`src/rtl/uart_rx_64.sv`:
```
// 8N1 UART receiver that packs eight consecutive bytes (first byte in [63:56]) into a 64-bit word.
// Optional inter-byte idle timeout is enabled by defining RX_TIMEOUT_EN.
module uart_rx_64 #(
  parameter int unsigned CLK_F    = 50_000_000,
  parameter int unsigned UART_BPS = 115200,
  parameter int unsigned CLK_GOAL = CLK_F / UART_BPS
`ifdef RX_TIMEOUT_EN
  ,
  parameter int unsigned TIMEOUT_BITS = 20
`endif
) (
  input  logic        clk,
  input  logic        rst,
  input  logic        uart_rxd,
  output logic [63:0] data_out_64,
  output logic        data_out_done,
  output logic        frame_err
);

  localparam int unsigned TW = $clog2(CLK_GOAL);
  localparam logic [TW-1:0] HalfEnd = TW'(CLK_GOAL / 2 - 1);
  localparam logic [TW-1:0] BitEnd  = TW'(CLK_GOAL - 1);

  typedef enum logic [1:0] {StIdle, StStart, StData, StStop} state_e;

  state_e        state_q, state_d;
  logic          rxd_meta, rxd_sync, rxd_prev;
  logic          falling;
  logic [TW-1:0] timer_q, timer_d;
  logic [2:0]    bit_idx_q, bit_idx_d;
  logic [7:0]    shift_q, shift_d;
  logic [55:0]   word_buf_q, word_buf_d;
  logic [2:0]    byte_cnt_q, byte_cnt_d, byte_cnt_rx;
  logic [63:0]   data_d;
  logic          done_d, ferr_d;

  always_ff @(posedge clk or posedge rst) begin
    if (rst) begin
      rxd_meta <= 1'b1;
      rxd_sync <= 1'b1;
      rxd_prev <= 1'b1;
    end else begin
      rxd_meta <= uart_rxd;
      rxd_sync <= rxd_meta;
      rxd_prev <= rxd_sync;
    end
  end

  assign falling = rxd_prev & ~rxd_sync;

  always_ff @(posedge clk or posedge rst) begin
    if (rst) state_q <= StIdle;
    else     state_q <= state_d;
  end

  always_comb begin
    state_d = state_q;
    unique case (state_q)
      StIdle:  if (falling) state_d = StStart;
      // A line already back high at mid start bit was a glitch, not a frame.
      StStart: if (timer_q == HalfEnd) state_d = rxd_sync ? StIdle : StData;
      StData:  if (timer_q == BitEnd && bit_idx_q == 3'd7) state_d = StStop;
      StStop:  if (timer_q == BitEnd) state_d = StIdle;
      default: state_d = StIdle;
    endcase
  end

  always_comb begin
    timer_d     = timer_q;
    bit_idx_d   = bit_idx_q;
    shift_d     = shift_q;
    word_buf_d  = word_buf_q;
    byte_cnt_rx = byte_cnt_q;
    data_d      = data_out_64;
    done_d      = 1'b0;
    ferr_d      = 1'b0;
    unique case (state_q)
      StIdle: timer_d = '0;
      StStart: begin
        if (timer_q == HalfEnd) begin
          timer_d   = '0;
          bit_idx_d = '0;
        end else begin
          timer_d = timer_q + 1'b1;
        end
      end
      StData: begin
        if (timer_q == BitEnd) begin
          timer_d            = '0;
          shift_d[bit_idx_q] = rxd_sync;
          bit_idx_d          = bit_idx_q + 1'b1;
        end else begin
          timer_d = timer_q + 1'b1;
        end
      end
      StStop: begin
        if (timer_q == BitEnd) begin
          timer_d = '0;
          if (rxd_sync) begin
            word_buf_d  = {word_buf_q[47:0], shift_q};
            byte_cnt_rx = byte_cnt_q + 1'b1;
            if (byte_cnt_q == 3'd7) begin
              data_d = {word_buf_q, shift_q};
              done_d = 1'b1;
            end
          end else begin
            ferr_d      = 1'b1;
            byte_cnt_rx = '0;
          end
        end else begin
          timer_d = timer_q + 1'b1;
        end
      end
      default: timer_d = '0;
    endcase
  end

`ifdef RX_TIMEOUT_EN
  localparam int unsigned IdleLimit = TIMEOUT_BITS * CLK_GOAL;
  localparam int unsigned IW = $clog2(IdleLimit);
  logic [IW-1:0] idle_cnt_q, idle_cnt_d;
  logic          idle_expire;

  // The counter only runs while a partial word is parked in IDLE.
  always_comb begin
    idle_cnt_d  = '0;
    idle_expire = 1'b0;
    if (state_q == StIdle && byte_cnt_q != 3'd0 && !falling) begin
      if (idle_cnt_q == IW'(IdleLimit - 1)) idle_expire = 1'b1;
      else idle_cnt_d = idle_cnt_q + 1'b1;
    end
    byte_cnt_d = idle_expire ? 3'd0 : byte_cnt_rx;
  end

  always_ff @(posedge clk or posedge rst) begin
    if (rst) idle_cnt_q <= '0;
    else     idle_cnt_q <= idle_cnt_d;
  end
`else
  assign byte_cnt_d = byte_cnt_rx;
`endif

  always_ff @(posedge clk or posedge rst) begin
    if (rst) begin
      timer_q       <= '0;
      bit_idx_q     <= '0;
      shift_q       <= '0;
      word_buf_q    <= '0;
      byte_cnt_q    <= '0;
      data_out_64   <= '0;
      data_out_done <= 1'b0;
      frame_err     <= 1'b0;
    end else begin
      timer_q       <= timer_d;
      bit_idx_q     <= bit_idx_d;
      shift_q       <= shift_d;
      word_buf_q    <= word_buf_d;
      byte_cnt_q    <= byte_cnt_d;
      data_out_64   <= data_d;
      data_out_done <= done_d;
      frame_err     <= ferr_d;
    end
  end

endmodule

```
`config.mk`:
```
export PLATFORM = sky130hd
export DESIGN_NAME = uart_rx_64
export DESIGN_NICKNAME = d
export VERILOG_FILES = /design/src/rtl/uart_rx_64.sv
export SDC_FILE = /design/constraint.sdc
export NUM_CORES = 1
export LEC_CHECK = 0
export BUFFER_PORTS_ARGS = -buffer_cell sky130_fd_sc_hd__buf_2
export CAP_MARGIN = 5
export CORE_UTILIZATION = 50
export DETAILED_ROUTE_END_ITERATION = 7
export GPL_TIMING_DRIVEN = 0
export PLACE_DENSITY = 0.7
export SETUP_SLACK_MARGIN = 0.3
export SYNTH_ARGS = -nofsm -noshare
export SYNTH_HDL_FRONTEND = slang
export SYNTH_SLANG_ARGS = --single-unit
```
`constraint.sdc`:
```
create_clock -name clk -period 6 [get_ports clk]
set_clock_uncertainty 0.15 [all_clocks]
set_input_delay 1.2 -clock clk [delete_from_list [all_inputs] [get_ports clk]]
set_output_delay 1.2 -clock clk [all_outputs]
set_load 0.1 [all_outputs]
```
==> results by group <==
Logic synthesis
  – Area of the mapped netlist: roughly 6000 sq um
  – Post-synth EDFFs: 0
  – Most numerous cell in the Yosys netlist: dfrtp_1
  – Top-area cell type share of the netlist area: 0.595
  – Synth area leaders: dfrtp_1 60%, mux2_2 14%, mux2_4 12%
  – Cell taking the most area after synthesis: dfrtp_1
  – Ys async rst share: 1.00
  – Synth Instances: between 300 and 400
  – Post-synth top flop: dfrtp_1
  – Yosys warnings: 0
  – Synth Net Count: 404
  – Syn_area_per_cell: ~16 sq um
  – Number of distinct library cells after synthesis: 38
  – Synth top cells by count: 147 x dfrtp_1, 79 x mux2_2, 49 x mux2_4, 13 x nor4_1, 9 x inv_1
  – #FFs+latches synth: 150
  – Seq/Total Area, Yosys: 0.608

Timing
  – Worst hold slack: just over 200 ps
  – Slew HR: 0.504
  – Final hold vios: 0
  – Minimum clock period: about 2600 ps
  – Worst-Margin Slew: between 700 and 800 ps
  – Fmax: about 380 MHz
  – Period utilization: 0.434
  – Setup tns final: 0 ps
  – Unrepaired setup endpoints after global routing: no
  – Count of final max-slew check failures: 0
  – Setup violators final: 0

Power and ir drop
  – Pwr/cell area: between 300 and 400 nW/um^2
  – P_leak: ~4.0 nW
  – Maximum vdd ir drop: 179 uV

Critical path
  – Slowest-stage cell, CP: buf_2
  – Req. time, crit path: around 4700 ps
  – Worst path cell trace: buf_2
  – FF-to-FF End: word_buf_q[1]
  – Startpoint types: register
  – CP endpoint kind: output pin
  – CP peak stage delay: approximately 440 ps
  – CP Class: register to output pin
  – Kind of cell adding the most delay to the critical path: buffers and inverters
  – R2r setup slk: 3630 ps
  – Crit Path Max Fanout: 2
  – CP arrival: between 1000 and 1500 ps
  – Register-to-Register Path Depth: 6
  – R2R Path Start: timer_q[0]
  – Crit path buf inv count: 1

GRT
  – Pin count of the biggest net entering global routing: ~110
  – First-pass GRT wire length: approximately 19000 um
  – Vias in the first global route: between 3000 and 4000
  – Gr usage total: 0.200
  – Antenna violations before repair: 0
  – Grt total ovfl: 0

Clock tree
  – CTS tree: yes
  – Clock sinks: 150
  – Clk buf depth: 2
  – Number of CTS-inserted buffers: 17
  – CTS root buf: clkbuf_16
  – Setup Buffers After CTS: 0
  – CTS HTree Levels: 4
  – Skew-Pair Late Insertion Delay: around 420 ps
  – Clock slew at reported path FFs: ~60 ps
  – Post_cts resized: 0
  – Cts hold-fix bufs: 0

Route
  – Via count: 3487
  – DR vias/cell: around 5.4
  – DRT antenna net count: 0
  – DRC Markers: 0
  – Overall routed net length: 11500 um
  – Routed wire per std cell: 18.0 um
  – Drt pass-1 iters: 4
  – Initial DRC Count: 200

Finish
  – # diodes: 0
  – Layout area overhead: 19.0%
  – # nets final: 492
  – Share of layout cells above drive strength 1: 0.509
  – Fillcell total: slightly above 900
  – Non-Filler Instances: between 600 and 700

Placement
  – Port Buffers: 68
  – HPWL after DPL: around 7700 um
  – Routability Congestion: between 0.8 and 0.9
  – Post-Place Cells: between 600 and 700

Worst hold path
  – Hold EP: rxd_sync
  – Worst hold path cell count: 0
  – Tightest Hold Check Type: register to register
  – Hold_sp: rxd_meta

Floorplan
  – Initial Util: 0.515
  – Num rows: 40
  – Die span in x: around 110 um
  – Top Ports: between 60 and 70
  – Full die area: 12800 sq um
  – Die H: approximately 110 um
  – Core Area: about 12000 sq um

Run
  – Max-cap check violation count: 0

Outcome
  – Status: finished, final reports clean
power breakdown:
part           total, mW  switching [mW]  leakage, nW  internal (mW)
combinational     0.0935          0.0564         1.61         0.0371
sequential          1.05          0.0221         2.08           1.03
clock               1.09           0.407        0.298          0.685
worst max path at each step:
stage / startpoint / end / slack, ps / cells after the start
floorplan: rst / async pin / 620 / 1
global placement: rst / data_out_done / -860 / 2
detailed placement: timer_q[0] / word_buf_q[4] / 3620 / 6
CTS: data_out_64[46] / data_out_64[46] / 3380 / 1
global route: data_out_64[46] / data_out_64[46] / 3370 / 1
finish: data_out_64[46] / data_out_64[46] / 3400 / 1
kinds of logic (layout without fill, tap and decap cells):
| kind of cell | Yosys count | after routing | share of synthesized area |
|---|---|---|---|
| buffers and inverters | 30 | 131 | 0.0283 |
| adders and majority gates | 7 | 7 | 0.0142 |
| xor gates and xnor gates | 3 | 3 | 0.00425 |
| DFF | 150 | 150 | 0.608 |
| AOI/OAI and AO/OA | 21 | 21 | 0.0223 |
| and+or+nand+nor | 52 | 52 | 0.0555 |
| muxes | 131 | 131 | 0.268 |
layout make-up:
cell class / count / area [sq um] / area share
multi-input combinational: 214 / 2250 / 0.306
buffer: 21 / 141 / 0.0192
tap: 147 / 184 / 0.0250
sequential: 150 / 3760 / 0.511
clock inverter: 12 / 150 / 0.0204
clock buffer: 20 / 467 / 0.0634
inverter: 9 / 38.8 / 0.00527
timing repair buffer: 69 / 368 / 0.0500
flip-flops by register name, summed over array words and instances (netlist names), named ones only:
signal,cells
bit_idx_q,3
byte_cnt_q,3
data_out_64,64
data_out_done,1
frame_err,1
rxd_meta,1
rxd_prev,1
rxd_sync,1
shift_q,8
state_q,1
timer_q,9
word_buf_q,56
layer usage:
layer | global-route usage | up-vias | routed length, um
li1 | - | 1614 | -
met1 | 0.257 | 1783 | 5180
met2 | 0.327 | 72 | 5800
met3 | 0.0471 | 18 | 356
met4 | 0.0868 | 0 | 189
met5 | 0 | - | 0
metrics by stage:
step | setup slack, ps | util | power (mW) | area [sq um]
after floorplan | 619 | - | 1.14 | 6180
after global placement | -860 | 0.558 | 1.16 | 6710
after detailed placement | 3620 | 0.561 | 1.17 | 6740
after CTS | 3380 | 0.612 | 2.26 | 7360
after global routing | 3370 | 0.612 | 2.31 | 7360
final | 3400 | 0.612 | 2.24 | 7360
cell usage in the layout (no fill, tap or decap), drive strengths merged, types with 6 or more instances in the layout:
cell	n
o21ai	6
mux2	128
nand3	6
inv	10
dfrtp	147
buf	84
clkbuf	26
nor4	13
ha	7
(Power assumes the default switching activity.)
